**src/rtl/mda_pwm_bank.sv**
```systemverilog
// Avalon-MM PWM/H-bridge bank: shared period counter, shadow/active registers loaded
// at period wrap, dead-time blanking on direction reversal, readback and write watchdog.
module mda_pwm_bank #(
    parameter int NUM_CH     = 8,
    parameter int CNT_WIDTH  = 16,
    parameter int ADDR_WIDTH = 6,
    parameter int WDT_WIDTH  = 24
) (
    input  logic                  clk,
    input  logic                  reset,
    input  logic                  chipselect,
    input  logic                  write,
    input  logic                  read,
    input  logic [ADDR_WIDTH-1:0] addr,
    input  logic [31:0]           writedata,
    output logic [31:0]           readdata,
    output logic [NUM_CH-1:0]     pwm_out,
    output logic [NUM_CH-1:0]     dir_out,
    output logic                  wdt_tripped
);

    localparam logic [ADDR_WIDTH-1:0] PERIOD_ADDR = ADDR_WIDTH'(2 * NUM_CH);
    localparam logic [ADDR_WIDTH-1:0] WDT_ADDR    = ADDR_WIDTH'(2 * NUM_CH + 1);
    localparam logic [ADDR_WIDTH-1:0] STATUS_ADDR = ADDR_WIDTH'(2 * NUM_CH + 2);

    logic                 wr_en;
    logic                 rd_en;
    logic [NUM_CH-1:0]    wr_ctrl;
    logic [NUM_CH-1:0]    wr_duty;
    logic                 wr_period;
    logic                 wr_wdt;
    logic                 wr_status;

    logic [NUM_CH-1:0]    en_sh_reg;
    logic [NUM_CH-1:0]    dir_sh_reg;
    logic [NUM_CH-1:0]    en_act_reg;
    logic [NUM_CH-1:0]    dir_act_reg;
    logic [NUM_CH-1:0]    blank_reg;
    logic [NUM_CH-1:0]    pwm_next;
    logic [NUM_CH-1:0]    pwm_reg;
    logic [NUM_CH-1:0]    dir_out_reg;
    logic [CNT_WIDTH-1:0] duty_sh_reg  [NUM_CH];
    logic [CNT_WIDTH-1:0] duty_act_reg [NUM_CH];
    logic [CNT_WIDTH-1:0] period_sh_reg;
    logic [CNT_WIDTH-1:0] period_act_reg;
    logic [CNT_WIDTH-1:0] cnt_reg;
    logic [CNT_WIDTH-1:0] cnt_next;
    logic                 wrap;
    logic                 period_live;

    logic [WDT_WIDTH-1:0] wdt_timeout_reg;
    logic [WDT_WIDTH-1:0] wdt_cnt_reg;
    logic [WDT_WIDTH-1:0] wdt_cnt_next;
    logic                 wdt_tripped_reg;
    logic                 wdt_tripped_next;

    logic [31:0]          rd_mux;
    logic [31:0]          readdata_reg;
    logic                 unused_wdata;

    assign wr_en     = chipselect & write;
    assign rd_en     = chipselect & read;
    assign wr_period = wr_en && (addr == PERIOD_ADDR);
    assign wr_wdt    = wr_en && (addr == WDT_ADDR);
    assign wr_status = wr_en && (addr == STATUS_ADDR);

    // Upper write-data bits are don't-care for every register.
    assign unused_wdata = ^writedata;

    // A zero period parks the counter at 0, so every cycle is a wrap.
    assign wrap        = (cnt_reg == period_act_reg);
    assign period_live = (period_act_reg != '0);
    assign cnt_next    = wrap ? '0 : cnt_reg + CNT_WIDTH'(1);

    genvar gi;
    generate
        for (gi = 0; gi < NUM_CH; gi++) begin : g_ch
            assign wr_ctrl[gi]  = wr_en && (addr == ADDR_WIDTH'(gi));
            assign wr_duty[gi]  = wr_en && (addr == ADDR_WIDTH'(NUM_CH + gi));
            assign pwm_next[gi] = period_live && en_act_reg[gi] &&
                                  (cnt_reg < duty_act_reg[gi]) &&
                                  !blank_reg[gi] && !wdt_tripped_reg;
        end
    endgenerate

    // Any accepted write feeds the watchdog; a WDT_TIMEOUT write reloads with its new value.
    always_comb begin
        wdt_cnt_next     = wdt_cnt_reg;
        wdt_tripped_next = wdt_tripped_reg;
        if (wr_en) begin
            wdt_cnt_next = wr_wdt ? writedata[WDT_WIDTH-1:0] : wdt_timeout_reg;
            if (wr_status && writedata[0]) begin
                wdt_tripped_next = 1'b0;
            end
        end else if (wdt_cnt_reg != '0) begin
            wdt_cnt_next = wdt_cnt_reg - WDT_WIDTH'(1);
            if ((wdt_cnt_reg == WDT_WIDTH'(1)) && (wdt_timeout_reg != '0)) begin
                wdt_tripped_next = 1'b1;
            end
        end
    end

    always_comb begin
        rd_mux = '0;
        for (int i = 0; i < NUM_CH; i++) begin
            if (addr == ADDR_WIDTH'(i)) begin
                rd_mux = {30'd0, dir_sh_reg[i], en_sh_reg[i]};
            end
            if (addr == ADDR_WIDTH'(NUM_CH + i)) begin
                rd_mux = 32'(duty_sh_reg[i]);
            end
        end
        if (addr == PERIOD_ADDR) begin
            rd_mux = 32'(period_sh_reg);
        end
        if (addr == WDT_ADDR) begin
            rd_mux = 32'(wdt_timeout_reg);
        end
        if (addr == STATUS_ADDR) begin
            rd_mux = {30'd0, |blank_reg, wdt_tripped_reg};
        end
    end

    always_ff @(posedge clk) begin
        if (reset) begin
            en_sh_reg       <= '0;
            dir_sh_reg      <= '0;
            en_act_reg      <= '0;
            dir_act_reg     <= '0;
            blank_reg       <= '0;
            pwm_reg         <= '0;
            dir_out_reg     <= '0;
            period_sh_reg   <= '0;
            period_act_reg  <= '0;
            cnt_reg         <= '0;
            wdt_timeout_reg <= '0;
            wdt_cnt_reg     <= '0;
            wdt_tripped_reg <= 1'b0;
            readdata_reg    <= '0;
            for (int i = 0; i < NUM_CH; i++) begin
                duty_sh_reg[i]  <= '0;
                duty_act_reg[i] <= '0;
            end
        end else begin
            // Active side samples the shadow before this cycle's write lands,
            // so a write on the wrap cycle waits for the next wrap.
            if (wrap) begin
                en_act_reg     <= en_sh_reg;
                dir_act_reg    <= dir_sh_reg;
                blank_reg      <= dir_sh_reg ^ dir_act_reg;
                period_act_reg <= period_sh_reg;
                for (int i = 0; i < NUM_CH; i++) begin
                    duty_act_reg[i] <= duty_sh_reg[i];
                end
            end

            for (int i = 0; i < NUM_CH; i++) begin
                if (wr_ctrl[i]) begin
                    en_sh_reg[i]  <= writedata[0];
                    dir_sh_reg[i] <= writedata[1];
                end
                if (wr_duty[i]) begin
                    duty_sh_reg[i] <= writedata[CNT_WIDTH-1:0];
                end
            end
            if (wr_period) begin
                period_sh_reg <= writedata[CNT_WIDTH-1:0];
            end
            if (wr_wdt) begin
                wdt_timeout_reg <= writedata[WDT_WIDTH-1:0];
            end

            cnt_reg         <= cnt_next;
            pwm_reg         <= pwm_next;
            dir_out_reg     <= dir_act_reg;
            wdt_cnt_reg     <= wdt_cnt_next;
            wdt_tripped_reg <= wdt_tripped_next;
            if (rd_en) begin
                readdata_reg <= rd_mux;
            end
        end
    end

    assign readdata    = readdata_reg;
    assign pwm_out     = pwm_reg;
    assign dir_out     = dir_out_reg;
    assign wdt_tripped = wdt_tripped_reg;

endmodule
```
**config.mk**
```make
export PLATFORM = sky130hd
export DESIGN_NAME = mda_pwm_bank
export DESIGN_NICKNAME = d
export VERILOG_FILES = /design/src/rtl/mda_pwm_bank.sv
export SDC_FILE = /design/constraint.sdc
export NUM_CORES = 1
export LEC_CHECK = 0
export CAP_MARGIN = 20
export CORE_MARGIN = 2
export CORE_UTILIZATION = 60
export CTS_CLUSTER_SIZE = 24
export DETAILED_ROUTE_END_ITERATION = 10
export PLACE_DENSITY = 0.79
export SLEW_MARGIN = 20
export SYNTH_ARGS = -nofsm -noshare
export SYNTH_HDL_FRONTEND = slang
export SYNTH_SLANG_ARGS = --single-unit
```
**constraint.sdc**
```tcl
create_clock -name clk -period 6.6 [get_ports clk]
set_clock_uncertainty 0.15 [all_clocks]
set_input_delay 1.32 -clock clk [delete_from_list [all_inputs] [get_ports clk]]
set_output_delay 1.32 -clock clk [all_outputs]
set_load 0.02 [all_outputs]
```
==> results.md <==
Finish:
- The layout cell share with drive strength beyond 1 is 0.0703.
- Fill cells in the final layout number 2475.
- The total inserted antenna cells is 0.
- The synthesis-to-finish area growth is 12.2%.
- In the layout the commonest cells are 256 x edfxtp_1, 226 x nor2_1, 177 x dfxtp_1.
- The layout net count is between 2k and 2.5k.
- Leaving out fill and tap cells, the most frequent cell in the layout is edfxtp_1.
- The finished layout holds 2519 standard cells, fillers aside.

Logic synthesis:
- Dividing the synthesized area by the synthesized cell count gives approximately 11 um^2.
- The async set-or-reset flop fraction in the synthesized netlist is 0.
- The mapped cell area is 20900 um^2.
- Counting flops and latches in the post-synthesis netlist gives 433.
- The dominant register cell in the synthesized netlist is edfxtp_1.
- The share of the Yosys chip area taken by registers is 0.537.
- The number of warnings issued by yosys is 0.
- Counting flops with a built-in enable in the synthesized netlist gives ~260.
- In the synthesized netlist, the number of instances is between 1.5k and 2k.
- In this run, distinct cell masters in the synthesized netlist total ~70.

Clocking:
- The sink count of the clock tree is between 400 and 500.
- The clock passes through at most 3 buffers.
- The clock reaches the later pin of the worst-skew pair after 0.55 ns.
- In this run the number of H-tree levels came out at 2.
- TritonCTS built the clock tree.
- TritonCTS created 44 clock buffers.
- The number of setup buffers added after CTS is 0.
- Clock tree synthesis selected as its root buffer the cell clkbuf_16.
- The clock edge transition at the registers on the reported setup and hold paths is around 0.06 ns.
- Gates resized during post-CTS repair numbered 0.
- The number of hold buffers added after cts is 0.

STA:
- Derived from the worst setup path, the maximum achievable clock frequency is 230 MHz.
- The shortest clock period the worst path allows after layout is around 4.3 ns.
- At the pin with the least slew margin, the transition time is around 1.1 ns.
- The accumulated negative setup slack is 0 ns.
- Setup repair after global routing left no endpoint under its margin.
- Measured against its own limit, the worst slew margin works out to 0.300.
- The final worst-path cycle share is 0.658.
- The setup-violating endpoint count in the final report is 0.
- The number of failing hold endpoints at the final stage is 0.
- The final count of pins violating max slew is 0.

Floorplanning:
- The die covers 36400 um^2.
- For this configuration, the core starts out at a cell density of 0.607.
- The row count is a little under 70.
- From left edge to right edge, the die measures ~190 um.
- 92 I/O pins were placed.
- The die is roughly 190 um tall.
- The core region is around 34000 um^2.

GRT:
- The first-pass GRT wire length is ~83 mm.
- Entering global routing, the biggest net connects 145 pins.
- The total global routing track utilization is 0.298.
- The via count of the first global-routing pass came to around 15k.
- The global route total overflow is 0.
- The number of antenna violations at the first check in global routing is 0.

Placed design:
- The count of input and output buffers is 75.
- At the end of routability-driven placement, the weighted congestion stood at approximately 0.87.
- After detailed placement, the design holds a cell count of between 2k and 2.5k.
- The detailed placement HPWL is roughly 38 mm.

Setup path:
- For this run, the slowest stage of the critical path takes 0.86 ns.
- The worst register-to-register path has a depth of 7.
- The data required time at the worst endpoint is 6.62 ns.
- The biggest fanout along the worst timing path is 17.
- The critical path goes through clkdlybuf4s50_1, nor3_1, and3_1, nand3_1, nand2b_1.
- By startpoint and endpoint, the worst setup path is classified as in2reg.
- The critical path capture point type is a flop.
- The slowest stage of the critical path belongs to the cell nand2b_1.
- Data on the critical path arrives at its endpoint at between 4 and 5 ns.
- STA classifies the critical path startpoint as an input pin.

Power:
- The clock group share of total power is 0.402.
- The combinational share of power is 0.093.
- Power comes to 6.09 mW.
- Summed over all nets, the switching power comes to 1.44 mW.
- The worst-case IR drop observed on VDD is approximately 0.22 mV.
- The share of total power dissipated in sequential elements is 0.505.
- Of the total power, the share spent switching nets is 0.237.
- The total leakage power is around 9.2 nW.
- The internal cell power is 4.65 mW.
- The power density normalized to cell area is between 200 and 300 nW/um^2.

Flow run:
- The tool flagged a number of max-cap violations equal to 0.

Detailed routing:
- The violation count after the first detailed-route iteration is 1336.
- The routed wire length per instance is between 20 and 25 um.
- The ratio of routed vias to standard cells is between 5 and 6.
- Once detail routing completed, the nets flagged for antenna violations numbered 0.
- The detailed-route DRC error count is 0.
- The total wirelength of the detailed-routed design is approximately 53 mm.
- The routed layout has 15.1k vias.
- The number of detailed-route iterations in the first pass is 6.

Status:
- The flow ran to the end, and the final reports show no timing, DRC or antenna violations.

Hold path:
- The worst hold path was traced through 2 stages.
- The class of the tightest hold or removal check is reg2reg.
-- Yosys cell counts, types with 52 or more instances --
| cell type | number | area [um^2] |
|---|---|---|
| a21oi_1 | 132 | 661 |
| mux2i_1 | 54 | 541 |
| nor2b_1 | 53 | 332 |
| o21ai_0 | 52 | 260 |
| dfxtp_1 | 177 | 3540 |
| ha_1 | 123 | 1540 |
| nand2_1 | 163 | 612 |
| edfxtp_1 | 256 | 7690 |
| clkbuf_1 | 77 | 289 |
| inv_1 | 143 | 537 |
| nor2_1 | 226 | 848 |
| and2_1 | 100 | 626 |
-- cell type report --
cell class / instances / area (um^2) / area share
Timing Repair Buffer: 106 / 987 / 0.0420
Tap cell: 455 / 569 / 0.0242
Multi-Input combinational cell: 1303 / 8770 / 0.374
Inverter: 143 / 537 / 0.0229
Clock inverter: 11 / 133 / 0.00565
Clock buffer: 68 / 1250 / 0.0532
Sequential cell: 433 / 11200 / 0.478
-- final timing paths --
path / from / end / slack, ns
max reg2reg: cnt_reg[8]$_SDFF_PP0_ / duty_act_reg[0][5]$_SDFFCE_PN0P_ / 3.83
min: period_sh_reg[6]$_SDFFE_PP0P_ / period_sh_reg[6]$_SDFFE_PP0P_ / 0.33
max: addr[2] / duty_sh_reg[0][58]$_SDFFCE_PN0P_ / 2.26
min reg2reg: period_sh_reg[6]$_SDFFE_PP0P_ / period_sh_reg[6]$_SDFFE_PP0P_ / 0.33
-- metrics by stage --
stage	utilization	hold WS, ns	setup slack [ns]	cell area, um^2
after global placement	0.641	0.307	1.83	22100
after global routing	0.681	0.352	2.05	23500
after detailed placement	0.641	0.318	1.76	22100
final	0.681	0.329	2.26	23500
after floorplan	-	0.299	0.599	21000
after CTS	0.681	0.326	2.32	23500
-- critical path: cells and delay by family --
family	cells	cell delay [ns]
and+or+nand+nor	4	2.39
buffers and inverters	1	0.64
-- per-layer routing --
layer  vias to the layer above  global-route usage  wire length [um]
li1                       7037                   -                 -
met1                      7273               0.365             20400
met2                       637               0.502             25900
met3                       145              0.0508              3990
met4                         0               0.164              3010
met5                         -                   0                 0
-- power by group through the flow --
stage / logic (mW) / registers, mW / clock network [mW]
after floorplan: 0.403 / 3.11 / 0
after global placement: 0.535 / 3.12 / 0
after detailed placement: 0.554 / 3.13 / 0
after CTS: 0.561 / 3.07 / 2.46
after global routing: 0.619 / 3.09 / 2.57
final: 0.567 / 3.08 / 2.45
-- kinds of logic (layout without fill, tap and decap cells) --
| kind of cell | after synthesis | after routing | synth area share |
|---|---|---|---|
| simple gates | 716 | 716 | 0.170 |
| flops | 433 | 433 | 0.537 |
| compound gates | 318 | 318 | 0.0931 |
| buf+inv | 245 | 328 | 0.0464 |
| fa+ha+maj | 123 | 123 | 0.0735 |
| mux | 86 | 86 | 0.0586 |
| xor+xnor | 52 | 52 | 0.0218 |
| other cells | 1 | 8 | 0.000179 |
Note: power is estimated with default switching activity, not from simulation.
